[src/rtl/level_sequencer.sv]
// Game-flow controller: sequences start, per-level banner, play, win and game-over,
// and publishes the current level, lives, enemy speed and phase flags (all registered).
module level_sequencer #(
    parameter int unsigned MAX_LEVEL     = 5,
    parameter int unsigned INIT_LIVES    = 3,
    parameter int unsigned BANNER_FRAMES = 120,
    parameter int unsigned BASE_SPEED    = 2,
    parameter int unsigned SPEED_STEP    = 1
) (
    input  logic       clk,
    input  logic       reset,
    input  logic       startOfFrame,
    input  logic       gameStart,
    input  logic       levelCleared,
    input  logic       playerDied,
    output logic [2:0] level,
    output logic [2:0] lives,
    output logic [7:0] enemySpeed,
    output logic       levelLoad,
    output logic       levelTransition,
    output logic       gamePlaying,
    output logic       gameWon,
    output logic       gameOver
);

    localparam int unsigned LW = 3;
    localparam int unsigned CW = 8;

    typedef enum logic [2:0] {
        S_IDLE   = 3'd0,
        S_LOAD   = 3'd1,
        S_BANNER = 3'd2,
        S_PLAY   = 3'd3,
        S_WON    = 3'd4,
        S_OVER   = 3'd5
    } state_t;

    state_t          state_q, state_n;
    logic [LW-1:0]   level_n, lives_n;
    logic [CW-1:0]   frame_cnt_q, frame_cnt_n;

    logic [7:0]      speed_n;
    logic            load_n, transition_n, playing_n, won_n, over_n;

    // State, counters and registered outputs
    always_ff @(posedge clk) begin
        if (reset) begin
            state_q         <= S_IDLE;
            level           <= LW'(1);
            lives           <= LW'(INIT_LIVES);
            frame_cnt_q     <= '0;
            enemySpeed      <= 8'(BASE_SPEED);
            levelLoad       <= 1'b0;
            levelTransition <= 1'b0;
            gamePlaying     <= 1'b0;
            gameWon         <= 1'b0;
            gameOver        <= 1'b0;
        end else begin
            state_q         <= state_n;
            level           <= level_n;
            lives           <= lives_n;
            frame_cnt_q     <= frame_cnt_n;
            enemySpeed      <= speed_n;
            levelLoad       <= load_n;
            levelTransition <= transition_n;
            gamePlaying     <= playing_n;
            gameWon         <= won_n;
            gameOver        <= over_n;
        end
    end

    // Next state plus level/lives/frame-counter updates
    always_comb begin
        state_n     = state_q;
        level_n     = level;
        lives_n     = lives;
        frame_cnt_n = frame_cnt_q;
        case (state_q)
            S_IDLE: begin
                if (gameStart) state_n = S_LOAD;
            end
            S_LOAD: begin
                frame_cnt_n = '0;
                state_n     = S_BANNER;
            end
            S_BANNER: begin
                if (startOfFrame) begin
                    if (frame_cnt_q == CW'(BANNER_FRAMES - 1)) begin
                        frame_cnt_n = '0;
                        state_n     = S_PLAY;
                    end else begin
                        frame_cnt_n = frame_cnt_q + CW'(1);
                    end
                end
            end
            S_PLAY: begin
                // A death outranks a simultaneous board clear
                if (playerDied) begin
                    if (lives > LW'(1)) begin
                        lives_n = lives - LW'(1);
                        state_n = S_LOAD;
                    end else begin
                        lives_n = '0;
                        state_n = S_OVER;
                    end
                end else if (levelCleared) begin
                    if (level < LW'(MAX_LEVEL)) begin
                        level_n = level + LW'(1);
                        state_n = S_LOAD;
                    end else begin
                        state_n = S_WON;
                    end
                end
            end
            S_WON, S_OVER: begin
                if (gameStart) begin
                    level_n = LW'(1);
                    lives_n = LW'(INIT_LIVES);
                    state_n = S_LOAD;
                end
            end
            default: begin
                state_n = S_IDLE;
            end
        endcase
    end

    // Output values for the coming cycle, decoded from the next-state registers
    always_comb begin
        load_n       = (state_n == S_LOAD);
        transition_n = (state_n == S_BANNER);
        playing_n    = (state_n == S_PLAY);
        won_n        = (state_n == S_WON);
        over_n       = (state_n == S_OVER);
        speed_n      = 8'(BASE_SPEED) + 8'(level_n - LW'(1)) * 8'(SPEED_STEP);
    end

endmodule

[config.mk]
export PLATFORM = sky130hd
export DESIGN_NAME = level_sequencer
export DESIGN_NICKNAME = d
export VERILOG_FILES = /design/src/rtl/level_sequencer.sv
export SDC_FILE = /design/constraint.sdc
export NUM_CORES = 1
export LEC_CHECK = 0
export ABC_AREA = 0
export CAP_MARGIN = 5
export CORE_UTILIZATION = 35
export DETAILED_ROUTE_END_ITERATION = 16
export MAX_ROUTING_LAYER = met4
export SETUP_SLACK_MARGIN = 0.2
export SLEW_MARGIN = 30
export SYNTH_ARGS = -nofsm -noshare
export SYNTH_HDL_FRONTEND = slang
export SYNTH_SLANG_ARGS = --single-unit
[constraint.sdc]
create_clock -name clk -period 3.73 [get_ports clk]
set_input_delay 1.119 -clock clk [delete_from_list [all_inputs] [get_ports clk]]
set_output_delay 1.119 -clock clk [all_outputs]
set_load 0.03 [all_outputs]
After elaboration in Yosys (flattened, before gate mapping)
Index checks and enable logic that the tools add are counted.
{"block": "classes", "order_cmp": 2, "addsub": 5, "reduce_logical": 7, "muxes": 20, "n_eq_ne": 14}
{"op": "$mux 3", "n": 14}
{"op": "$mux 8", "n": 2}
{"op": "$pmux 8 s2", "n": 1}
{"op": "$eq 3x2->1 const B", "n": 4}
{"op": "$eq 3x3->1 const B", "n": 4}
{"op": "$pmux 3 s2", "n": 2}
{"op": "$pmux 3 s4", "n": 1}
{"op": "$add 8x1->8 const B", "n": 1}
{"op": "$eq 8x7->1 const B", "n": 1}
{"op": "$eq 3x1->1 const B", "n": 2}
{"op": "$ne 2x2->1 const B", "n": 3}
{"op": "$add 3x4->5 const A", "n": 1}
{"op": "$reduce_bool 2->1", "n": 2}
{"op": "$sub 3x1->4 const B", "n": 1}
{"op": "$add 3x1->3 const B", "n": 1}
{"op": "$gt 3x1->1 const B", "n": 1}
{"op": "$logic_not 3->1", "n": 1}
{"op": "$lt 3x3->1 const B", "n": 1}
{"op": "$reduce_and 3->1", "n": 1}
{"op": "$reduce_or 3->1", "n": 1}
{"op": "$sub 3x1->3 const B", "n": 1}
{"op": "$reduce_and 2->1", "n": 1}
{"op": "$reduce_or 2->1", "n": 1}
{"block": "word_totals", "regBits": 30, "wordCells": 58, "output_inout_bits": 19, "inputBits": 6}

Logic depth before layout (Yosys ltp)
Gate-level depths: netlist of the first run.
{"block": "logic_depth", "word_depth": 7, "ltp_mapped": 9, "ltp_nobuf": 7}

Worst setup path before layout of the first run
No wires, ideal clock.
{"block": "synth_timing", "path_kind": "input port to flip-flop", "start": "input port playerDied", "end": "register enemySpeed[3]", "slack_ns": 1.000, "stages": 7, "n_path_buf": 0, "required_time_ns": 3.609, "arrival_ns": 2.609, "setup_ns": 0.121, "cell_sequence": "and2b_1 -> a31oi_1 -> or3_1 -> xor2_1 -> ha_1 -> nor2b_1 -> mux2_4"}
{"block": "synth_via", "elab_chain_len": 4}
{"element": "start: declaration", "line": "15", "text": "input logic playerDied,"}
{"element": "$mux 3", "line": "98", "text": "if (playerDied) begin"}
{"element": "$pmux 3 s2", "line": "78", "text": "case (state_q)"}
{"element": "$sub 3x1->4", "line": "135", "text": "speed_n = 8'(BASE_SPEED) + 8'(level_n - LW'(1)) * 8'(SPEED_STEP);"}
{"element": "$add 3x4->5", "line": "135"}
{"element": "end signal: assignment", "line": "52", "text": "enemySpeed <= 8'(BASE_SPEED);"}
{"element": "end signal: assignment", "line": "63", "text": "enemySpeed <= speed_n;"}
{"element": "end: declaration", "line": "18", "text": "output logic [7:0] enemySpeed,"}
Every way passes these cells.
A chain may end at the register's enable or synchronous reset.

Worst setup path after layout of the first run
Same ends and word-level chain as after synthesis.

==> key figures, run 1 <==
Run status
  – Outcome: finished, final reports clean

Worst setup path
  – WS Path Type: input port to register
  – Worst Reg-to-Reg Cells: 7
  – Stages on the worst setup path: 8
  – Worst path cell trace: clkdlybuf4s50_1, and2b_1, and4_4, or3_1, xor2_1, ha_1, nor2b_1, mux2_4
  – Crit-path max FO: 7
  – CP Capture Type: register
  – Critical Path RT: 3.90 ns
  – Setup slack, reg-to-reg: 1.40 ns
  – Crit path launch: playerDied
  – Max incr delay on CP: 0.58 ns
  – Worst setup SP type: input port
  – Delay-heaviest family, CP: simple AND/OR/NAND/NOR gates
  – CP arrival: 3.29 ns
  – RR Endpoint: enemySpeed[3]$_SDFF_PP0_
  – Reg2reg start: state_q[1]$_SDFF_PP0_
  – CP max stage cell: clkdlybuf4s50_1
  – CP bufs+invs: 1

Power and ir drop
  – Internal power: 0.4031 mW
  – Switching Share: 25.64%
  – Combinational share of power: 13.1%
  – Static leakage: 0.6433 nW
  – P_sw: 0.1390 mW
  – Pwr Density: 313.0 mW/mm^2
  – Flop pwr share: 56.3%
  – IR drop worst, VDD: 181.8 uV
  – Clock share of power: 30.6%

Floorplanning
  – Die Wd: 66.56 um
  – Row cnt: 23
  – Die ar.: 0.004430 mm^2
  – Core footprint: 0.004000 mm^2
  – Starting density of the core: 36.47%
  – DIE HEIGHT: 66.56 um
  – I/O pin count: 25

Clock network
  – Clk root buf: clkbuf_8
  – TritonCTS clock tree: built
  – Reg clk slew, reported paths: 0.09 ns
  – H-tree depth: 1
  – Total CTS buffers: 3
  – Post CTS Setup Buffer Count: 0
  – Hold_buf cts: 0
  – Clock sinks: 27
  – Clock Path Buffers: 2
  – Post-CTS sizing: 0
  – Worst-Skew Late Latency: 0.27 ns

Timing
  – Worst-Margin Slew: 0.5147 ns
  – Final Cycle Share: 83.59%
  – RSZ-0062 raised after global routing: false
  – Slew Limit Headroom: 64.80%
  – Minimum hold slack: 0.5297 ns
  – # setup viols final: 0
  – F_max: 0.3207 GHz
  – Post-Route Setup TNS: 0 ns
  – Slew Limit Fails: 0
  – Clk_skew: 0.006035 ns
  – Final Hold Viols: 0
  – Fin crit period: 3.118 ns

Cells and area
  – Final #Nets: 188
  – Fraction of layout cells with a size suffix above 1: 7.386%
  – Area Growth Syn to Fin: 18.70%
  – # diodes: 0

Place
  – Hpwl dp: 2116 um
  – Port bufs: 24
  – Final weighted congestion in routability-driven placement: 0.8383

Global route
  – GR Util All Layers: 15.00%
  – Largest net degree at the start of global routing: 17
  – GR Overflow Total: 0
  – First-pass GRT wire length: 4954 um
  – Initial antenna violation count: 0
  – Number of global-route vias before repair: 1146

Hold path
  – Hold path endpoint: frame_cnt_q[6]$_SDFFE_PP0P_
  – Hold path start: frame_cnt_q[6]$_SDFFE_PP0P_
  – Worst Hold Class: register to register
  – Worst Hold Depth: 2

Routing
  – Drt wl/cell: 12.45 um
  – Final WL: 2814 um
  – Via total after detailed routing: 1188
  – Routed Antenna Nets: 0
  – Detailed Route Iter0 Violations: 83
  – Initial DRT Pass Iterations: 4
  – # DRC: 0
  – Drt via density: 5.257

Synth
  – Post-Syn Area: 0.001459 mm^2
  – Avg Inst Size Synth: 9.292 um^2
  – Synthesized Nets: 168
  – Seq/Total Area, Yosys: 37.05%
  – Flops & latches, synth: 27
  – Number of flops mapped to enable cells by yosys: 0
  – Predominant post-synthesis flop cell: dfxtp_1
  – Count of cell types in the netlist: 53
  – Synth warnings: 0
  – Ys async rst share: 0%
  – Mapped Cells: 157

Run
  – # Max-Cap Violations: 0
==> Yosys cell counts (2+ instances only) <==
cell	number	area share, %
buf_6	3	2.3
a2111oi_0	3	1.8
xnor2_1	6	3.6
nand2b_1	5	2.1
nand2_1	4	1.0
mux2i_1	3	2.1
nor3_1	4	1.4
nand3_1	3	1.0
buf_4	3	1.5
dfxtp_1	27	37
nor3b_1	4	2.1
clkbuf_1	2	0.51
a21oi_1	8	2.7
inv_1	7	1.8
nor2_1	20	5.1
a211oi_1	3	1.5
o21ai_0	5	1.7
a31oi_1	3	1.3
and3b_1	2	1.2
nor2b_1	4	1.7
o32a_1	2	1.4
ha_1	5	4.3
==> worst reg2reg max path, stage by stage (launching register included) <==
cell and delay, ns:
dfxtp_1 0.56, and3b_1 0.39, a31oi_1 0.14, or3_1 0.39
xor2_1 0.18, ha_1 0.19, nor2b_1 0.13, mux2_4 0.26
==> metal layers <==
| layer | vias to the layer above | part of all wire (%) | track usage, % |
|---|---|---|---|
| met1 | 574 | 44 | 17.05 |
| li1 | 594 | - | - |
| met2 | 17 | 53 | 26.52 |
| met5 | - | 0 | - |
| met4 | 0 | 0.28 | 2.926 |
| met3 | 3 | 2.7 | 3.767 |
==> flip-flops by register name, summed over array words and instances, names as in the netlist <==
| name | count |
|---|---|
| gameOver | 1 |
| level | 3 |
| gamePlaying | 1 |
| state_q | 3 |
| levelLoad | 1 |
| gameWon | 1 |
| enemySpeed | 5 |
| levelTransition | 1 |
| frame_cnt_q | 8 |
| lives | 3 |
==> per-stage QoR <==
step / power, mW / instance area, um^2 / cells / util (%) / setup WS [ns]
finish: 0.5420 / 1732 / 226 / 43.29 / 0.6123
global route: 0.5708 / 1732 / 226 / 43.29 / 0.5073
CTS: 0.5499 / 1732 / 226 / 43.29 / 0.6302
detailed placement: 0.3830 / 1687 / 222 / 42.16 / 0.3365
global placement: 0.3807 / 1687 / 222 / 42.16 / 0.3748
floorplan: 0.3617 / 1459 / 157 / - / 1.000
==> cells by family after synthesis <==
logic type,Yosys count,synth area share [%]
other,1,0.2570
buffers and inverters,17,7.461
and+or+nand+nor,60,24.44
AOI/OAI and AO/OA,36,19.21
muxes,4,3.087
xor gates and xnor gates,7,4.202
DFF,27,37.05
adders and majority gates,5,4.288
==> worst max-delay path by stage <==
stage	slack [ns]	end
final	0.61	enemySpeed[3]$_SDFF_PP0_
after global routing	0.51	enemySpeed[3]$_SDFF_PP0_
after detailed placement	0.34	enemySpeed[3]$_SDFF_PP0_
after global placement	0.37	enemySpeed[3]$_SDFF_PP0_
after floorplan	1.00	enemySpeed[3]$_SDFF_PP0_
after CTS	0.63	enemySpeed[3]$_SDFF_PP0_
==> power by group through the flow <==
stage	Clock [mW]	Sequential, mW	Combinational, mW
floorplan	0	0.314	0.0476
CTS	0.173	0.305	0.0713
global placement	0	0.311	0.0692
detailed placement	0	0.312	0.0711
finish	0.166	0.305	0.0710
global route	0.186	0.307	0.0778
==> cell usage in the layout, fill, tap and decap left out, drive strengths merged, types with 2 or more instances in the layout <==
cell type      instances
nand3                  3
clkbuf                 4
clkdlybuf4s50         24
nor3                   4
xnor2                  6
a31oi                  3
a211oi                 3
ha                     5
a21oi                  8
and3b                  2
inv                    7
a2111oi                4
mux2i                  3
a21o                   2
nor2b                  4
nand2b                 6
nor3b                  4
nand3b                 2
o32a                   2
nor2                  20
o21ai                  5
nand2                  4
dfxtp                 27
==> final cells by class <==
class / instances / area (um^2)
Fill cell: 395 / 2268
Multi-Input combinational cell: 113 / 809.5
Sequential cell: 27 / 540.5
Timing Repair Buffer: 25 / 247.7
Tap cell: 50 / 62.56
Clock buffer: 4 / 45.04
Inverter: 7 / 26.28
Power figures use the tool's default switching activity.
==> run 2, diff against run 1 <==
==> constraint.sdc (replaced) <==
create_clock -name clk -period 3 [get_ports clk]
set_input_delay 0.9 -clock clk [delete_from_list [all_inputs] [get_ports clk]]
set_output_delay 0.9 -clock clk [all_outputs]
set_load 0.03 [all_outputs]
==> key figures, run 2 (synthesis results as in run 1) <==
Worst setup path
  – CP bufs+invs: 1 (unchanged)
  – CP max stage cell: clkdlybuf4s50_1 (unchanged)
  – Max incr delay on CP: 0.47 ns (was 0.58 ns)
  – Crit-path max FO: 5 (was 7)
  – Crit path launch: playerDied (unchanged)
  – Delay-heaviest family, CP: simple AND/OR/NAND/NOR gates (unchanged)
  – WS Path Type: input port to register (unchanged)
  – Critical Path RT: 3.17 ns (was 3.90 ns)
  – CP Capture Type: register (unchanged)
  – Worst setup SP type: input port (unchanged)
  – Worst path cell trace: clkdlybuf4s50_1, and2b_2, and4_4, or3_1, xor2_1, ha_1, nor2b_1, mux2_4 (was clkdlybuf4s50_1, and2b_1, and4_4, or3_1, xor2_1, ha_1, nor2b_1, mux2_4)
  – Reg2reg start: state_q[1]$_SDFF_PP0_ (unchanged)
  – CP arrival: 2.94 ns (was 3.29 ns)

Hold path
  – Worst Hold Class: register to register (unchanged)
  – Hold path start: lives[2]$_SDFFE_PP0P_ (was frame_cnt_q[6]$_SDFFE_PP0P_)

Cells and area
  – Final #Nets: 194 (was 188)
  – Max FFs per register: 8 (unchanged)
  – Most frequent cells in the layout: dfxtp_1 (27), clkdlybuf4s50_1 (24), nor2_1 (20) (unchanged)
  – Fraction of layout cells with a size suffix above 1: 11.54% (was 7.386%)
  – Storage element area: 540.5 um^2 (unchanged)
  – Commonest non-fill, non-tap cell in the layout: dfxtp_1 (unchanged)
  – Final Non-Filler Cells: 232 (was 226)
  – Fillers: 399 (was 395)
  – # diodes: 0 (unchanged)
  – Multi-input logic area: 810.8 um^2 (was 809.5 um^2)
  – Reg with most FFs: frame_cnt_q (unchanged)
  – Area Growth Syn to Fin: 21.96% (was 18.70%)
  – Top Registers: frame_cnt_q x8, enemySpeed x5 (unchanged)

Timing
  – # setup viols final: 0 (unchanged)
  – Clk_skew: 0.006894 ns (was 0.006035 ns)
  – Fin crit period: 2.767 ns
  – Final Cycle Share: 92.25%
  – Worst-Margin Slew: 0.5468 ns (was 0.5147 ns)
  – Final Hold Viols: 0 (unchanged)
  – Slew Limit Headroom: 62.60% (was 64.80%)
  – Minimum hold slack: 0.5236 ns (was 0.5297 ns)
  – F_max: 0.3613 GHz
  – Slew Limit Fails: 0 (unchanged)
  – Post-Route Setup TNS: 0 ns (unchanged)
  – RSZ-0062 raised after global routing: false (unchanged)

Place
  – Final weighted congestion in routability-driven placement: 0.8465 (was 0.8383)
  – Inst Count DP: 228 (was 222)
  – Hpwl dp: 2273 um (was 2116 um)
  – Port bufs: 24 (unchanged)

Clock network
  – Total CTS buffers: 3 (unchanged)
  – Clock sinks: 27 (unchanged)
  – TritonCTS clock tree: built (unchanged)
  – Reg clk slew, reported paths: 0.09 ns (about the same)
  – Post-CTS sizing: 0 (unchanged)
  – Clock Path Buffers: 2 (unchanged)
  – Worst-Skew Late Latency: 0.27 ns (about the same)
  – H-tree depth: 1 (unchanged)
  – Clk root buf: clkbuf_8 (unchanged)
  – Post CTS Setup Buffer Count: 0 (unchanged)
  – Hold_buf cts: 0 (unchanged)

Power and ir drop
  – Switching Share: 25.51% (was 25.64%)
  – Static leakage: 0.6752 nW (was 0.6433 nW)
  – Combinational share of power: 13.4% (was 13.1%)
  – Internal power: 0.5016 mW (was 0.4031 mW)
  – Pwr Density: 378.5 mW/mm^2 (was 313.0 mW/mm^2)
  – IR drop worst, VDD: 301.9 uV (was 181.8 uV)
  – Flop pwr share: 56.4% (was 56.3%)
  – P_sw: 0.1718 mW (was 0.1390 mW)
  – Clock share of power: 30.2% (was 30.6%)

Run status
  – Outcome: finished, final reports clean (unchanged)

Run
  – # Max-Cap Violations: 0 (unchanged)

Global route
  – GR Util All Layers: 15.61% (was 15.00%)
  – Number of global-route vias before repair: 1166 (was 1146)
  – Initial antenna violation count: 0 (unchanged)
  – Met3 global-route usage: 3.938% (was 3.767%)
  – GR Util met2: 28.54% (was 26.52%)
  – M1 GR Usage: 17.10% (was 17.05%)
  – GRT Max-Usage Layer: met2 (unchanged)
  – GR Overflow Total: 0 (unchanged)
  – First-pass GRT wire length: 5188 um (was 4954 um)
  – Largest net degree at the start of global routing: 17 (unchanged)

Routing
  – # DRC: 0 (unchanged)
  – Detailed Route Iter0 Violations: 84 (was 83)
  – Final WL: 2923 um (was 2814 um)
  – Initial DRT Pass Iterations: 4 (unchanged)
  – Drt via density: 5.185 (was 5.257)
  – Routed Antenna Nets: 0 (unchanged)
  – Via total after detailed routing: 1203 (was 1188)
  – Drt wl/cell: 12.60 um (was 12.45 um)

Floorplanning
  – Core footprint: 0.004000 mm^2 (unchanged)
  – Die Wd: 66.56 um (unchanged)
  – Starting density of the core: 36.47% (unchanged)
  – Row cnt: 23 (unchanged)
  – I/O pin count: 25 (unchanged)
  – Die ar.: 0.004430 mm^2 (unchanged)
  – DIE HEIGHT: 66.56 um (unchanged)
==> run 2: cell types whose count changed in the layout (fill, tap and decap cells not counted) <==
| cell | delta |
|---|---|
| clkinv_2 | +1 |
| and2b_2 | +1 |
| clkbuf_1 | -1 |
| buf_4 | +6 |
| and2b_1 | -1 |
==> run 2: worst min-delay path, stage by stage, from the launching register on <==
cell     delay (ns)
dfxtp_1        0.34
o21ai_0        0.08
a21oi_1        0.06
==> run 2: per-layer routing <==
metal  vias up  part of all wire (%)
met5         -                     0
met1       578                    44
met3         2                   3.0
met2        15                    52
met4         0                  0.55
li1        608                     -
==> run 2: layout make-up <==
type	instances	area share, %
Multi-Input combinational cell	113	45.57
Clock inverter	1	0.2813
Inverter	7	1.477
Timing Repair Buffer	31	16.46
Sequential cell	27	30.38
Clock buffer	3	2.321
Tap cell	50	3.516
==> run 2: through the flow <==
step	utilization [%]	instance area (um^2)	worst slack (ns)	total power [mW]
2_1_floorplan	-	1459	0.4890	0.4497
3_3_place_gp	43.29	1732	-0.03517	0.4769
3_5_place_dp	43.29	1732	-0.07478	0.4789
4_1_cts	44.45	1778	0.2163	0.6830
5_1_grt	44.48	1779	0.2006	0.7091
6_report	44.48	1779	0.2326	0.6734
==> run 2: power groups by stage <==
stage / Combinational [mW] / Sequential [mW] / Clock [mW]
finish: 0.0903 / 0.380 / 0.204
global route: 0.0998 / 0.382 / 0.227
CTS: 0.0911 / 0.380 / 0.212
detailed placement: 0.0906 / 0.388 / 0
global placement: 0.0896 / 0.387 / 0
floorplan: 0.0592 / 0.391 / 0
==> run 2: path summary, 6_finish.rpt <==
kind	slack, ns	cells after the start	endpoint
worst max-delay path	0.23	8	enemySpeed[3]$_SDFF_PP0_
worst min-delay path	0.52	2	lives[2]$_SDFFE_PP0P_
worst max register to register	0.64	7	enemySpeed[3]$_SDFF_PP0_
worst min register to register	0.52	2	lives[2]$_SDFFE_PP0P_
==> run 3, diff against run 2 <==
==> constraint.sdc (replaced) <==
create_clock -name clk -period 3 [get_ports clk]
set_input_delay 0.9 -clock clk [delete_from_list [all_inputs] [get_ports clk]]
set_output_delay 0.9 -clock clk [all_outputs]
set_load 0.1 [all_outputs]
==> key figures, run 3 (synthesis results as in run 1) <==
Run status
  – Outcome: finished, final reports clean (unchanged)

Routing
  – Met3 Routed Length: 72 um (was 89 um)
  – Initial DRT Pass Iterations: 4 (unchanged)
  – Drt via density: 5.048 (was 5.185)
  – Top Layer Used: met4 (unchanged)
  – Final WL: 2962 um (was 2923 um)
  – # DRC: 0 (unchanged)
  – Detailed Route Iter0 Violations: 23 (was 84)
  – Via total after detailed routing: 1166 (was 1203)
  – Met2 wire len: 1560 um (was 1530 um)
  – Drt wl/cell: 12.82 um (was 12.60 um)
  – WL met1: 1306 um (was 1287 um)
  – Routed Antenna Nets: 0 (unchanged)

Power and ir drop
  – Pwr Density: 409.1 mW/mm^2 (was 378.5 mW/mm^2)
  – Static leakage: 0.6950 nW (was 0.6752 nW)
  – IR drop worst, VDD: 283.3 uV (was 301.9 uV)

Floorplanning
  – Die Wd: 66.56 um (unchanged)
  – DIE HEIGHT: 66.56 um (unchanged)
  – Starting density of the core: 36.47% (unchanged)
  – Core footprint: 0.004000 mm^2 (unchanged)
  – I/O pin count: 25 (unchanged)
  – Row cnt: 23 (unchanged)
  – Die ar.: 0.004430 mm^2 (unchanged)

Cells and area
  – Reg with most FFs: frame_cnt_q (unchanged)
  – Most frequent cells in the layout: dfxtp_1 (27), buf_4 (25), nor2_1 (20) (was dfxtp_1 (27), clkdlybuf4s50_1 (24), nor2_1 (20))
  – Max FFs per register: 8 (unchanged)
  – # diodes: 0 (unchanged)
  – Multi-input logic area: 817.0 um^2 (was 810.8 um^2)
  – Commonest non-fill, non-tap cell in the layout: dfxtp_1 (unchanged)
  – Storage element area: 540.5 um^2 (unchanged)
  – Fraction of layout cells with a size suffix above 1: 22.10% (was 11.54%)
  – Final #Nets: 193 (was 194)
  – Final instance area: 0.001730 mm^2 (was 0.001779 mm^2)
  – Area Growth Syn to Fin: 18.61% (was 21.96%)
  – Top Registers: frame_cnt_q x8, enemySpeed x5 (unchanged)
  – Fillers: 393 (was 399)
  – Final Non-Filler Cells: 231 (was 232)

Clock network
  – Total CTS buffers: 3 (unchanged)
  – Post-CTS sizing: 0 (unchanged)
  – H-tree depth: 1 (unchanged)
  – Reg clk slew, reported paths: 0.09 ns (about the same)
  – Clk root buf: clkbuf_8 (unchanged)
  – Worst-Skew Late Latency: 0.27 ns (about the same)
  – Hold_buf cts: 0 (unchanged)
  – Clock sinks: 27 (unchanged)
  – TritonCTS clock tree: built (unchanged)
  – Clock Path Buffers: 2 (unchanged)
  – Post CTS Setup Buffer Count: 0 (unchanged)

Place
  – Inst Count DP: 227 (was 228)
  – Port bufs: 24 (unchanged)
  – Hpwl dp: 2284 um (was 2273 um)
  – Placed Area: 0.001677 mm^2 (was 0.001732 mm^2)
  – Final weighted congestion in routability-driven placement: 0.8036 (was 0.8465)

Global route
  – GR Overflow Total: 0 (unchanged)
  – Number of global-route vias before repair: 1155 (was 1166)
  – Initial antenna violation count: 0 (unchanged)
  – First-pass GRT wire length: 4850 um (was 5188 um)
  – GR Util All Layers: 14.96% (was 15.61%)
  – Largest net degree at the start of global routing: 17 (unchanged)

Worst setup path
  – CP max stage cell: clkdlybuf4s50_1 (unchanged)
  – CP bufs+invs: 1 (unchanged)
  – Critical Path RT: 3.17 ns (about the same)
  – CP Capture Type: register (unchanged)
  – WS Path Type: input port to register (unchanged)
  – CP arrival: 2.94 ns (about the same)
  – Worst path cell trace: clkdlybuf4s50_1, and2b_2, and4_4, or3_1, xor2_1, ha_1, nor2b_1, mux2_4 (unchanged)
  – Max incr delay on CP: 0.47 ns (about the same)
  – Worst setup SP type: input port (unchanged)
  – Delay-heaviest family, CP: simple AND/OR/NAND/NOR gates (unchanged)
  – Crit-path max FO: 5 (unchanged)

Timing
  – Final Hold Viols: 0 (unchanged)
  – F_max: 0.3612 GHz (was 0.3613 GHz)
  – # setup viols final: 0 (unchanged)
  – Worst-Margin Slew: 0.5897 ns (was 0.5468 ns)
  – Final Cycle Share: 92.30% (was 92.25%)
  – Slew Limit Fails: 0 (unchanged)
  – Minimum hold slack: 0.5283 ns (was 0.5236 ns)
  – Fin crit period: 2.769 ns (was 2.767 ns)
  – Slew Limit Headroom: 59.67% (was 62.60%)
  – Clk_skew: 0.005286 ns (was 0.006894 ns)
  – RSZ-0062 raised after global routing: false (unchanged)

Hold path
  – Worst Hold Class: register to register (unchanged)

Run
  – # Max-Cap Violations: 0 (unchanged)
==> run 3: cell count changes in the layout (fill, tap and decap cells not counted) <==
cell,previous run,this run
a221oi_1,1,0
a221oi_2,0,1
buf_4,7,25
clkdlybuf4s50_1,24,5
==> run 3: layout make-up <==
class	count	share of cell area, %
clock buffers	3	2.386
flip-flops and latches	27	31.24
repair buffers	30	13.74
inverters	7	1.518
clock inverters	1	0.2892
multi-input cells	113	47.22
well taps	50	3.615
==> run 3: through the flow <==
stage               util, %  setup WS, ns   TNS, ns  power [mW]
floorplan                 -        0.2525         0      0.4856
global placement      41.91      -0.03596  -0.03596      0.5115
detailed placement    41.91      -0.07452  -0.07452      0.5141
CTS                   43.07        0.2150         0      0.7210
global route          43.26        0.2001         0      0.7439
finish                43.26        0.2311         0      0.7080
==> run 3: path summary, 6_finish.rpt <==
check / depth (start not counted) / slack (ns) / to / start
worst max-delay path: 8 / 0.23 / enemySpeed[3]$_SDFF_PP0_ / playerDied
worst min-delay path: 2 / 0.53 / lives[2]$_SDFFE_PP0P_ / lives[2]$_SDFFE_PP0P_
worst max register to register: 7 / 0.62 / enemySpeed[3]$_SDFF_PP0_ / state_q[1]$_SDFF_PP0_
worst min register to register: 2 / 0.53 / lives[2]$_SDFFE_PP0P_ / lives[2]$_SDFFE_PP0P_
==> run 3: metal layers <==
metal  vias up  track usage (%)
met5         -                -
met4         0            3.989
met3         2            3.596
met2        13            28.66
met1       548            14.86
li1        603                -
==> run 3: power breakdown <==
part | total, mW | switching [mW] | internal (mW)
clock network | 0.203 | 0.110 | 0.0929
registers | 0.380 | 0.0124 | 0.367
logic | 0.125 | 0.0857 | 0.0396
==> run 3: worst reg2reg max path: cells and delay by family (launching register included) <==
kind,cells,cell delay (ns)
adders and majority gates,1,0.20
DFF,1,0.57
muxes,1,0.26
and+or+nand+nor,3,0.92
AOI/OAI and AO/OA,1,0.15
xor gates and xnor gates,1,0.18
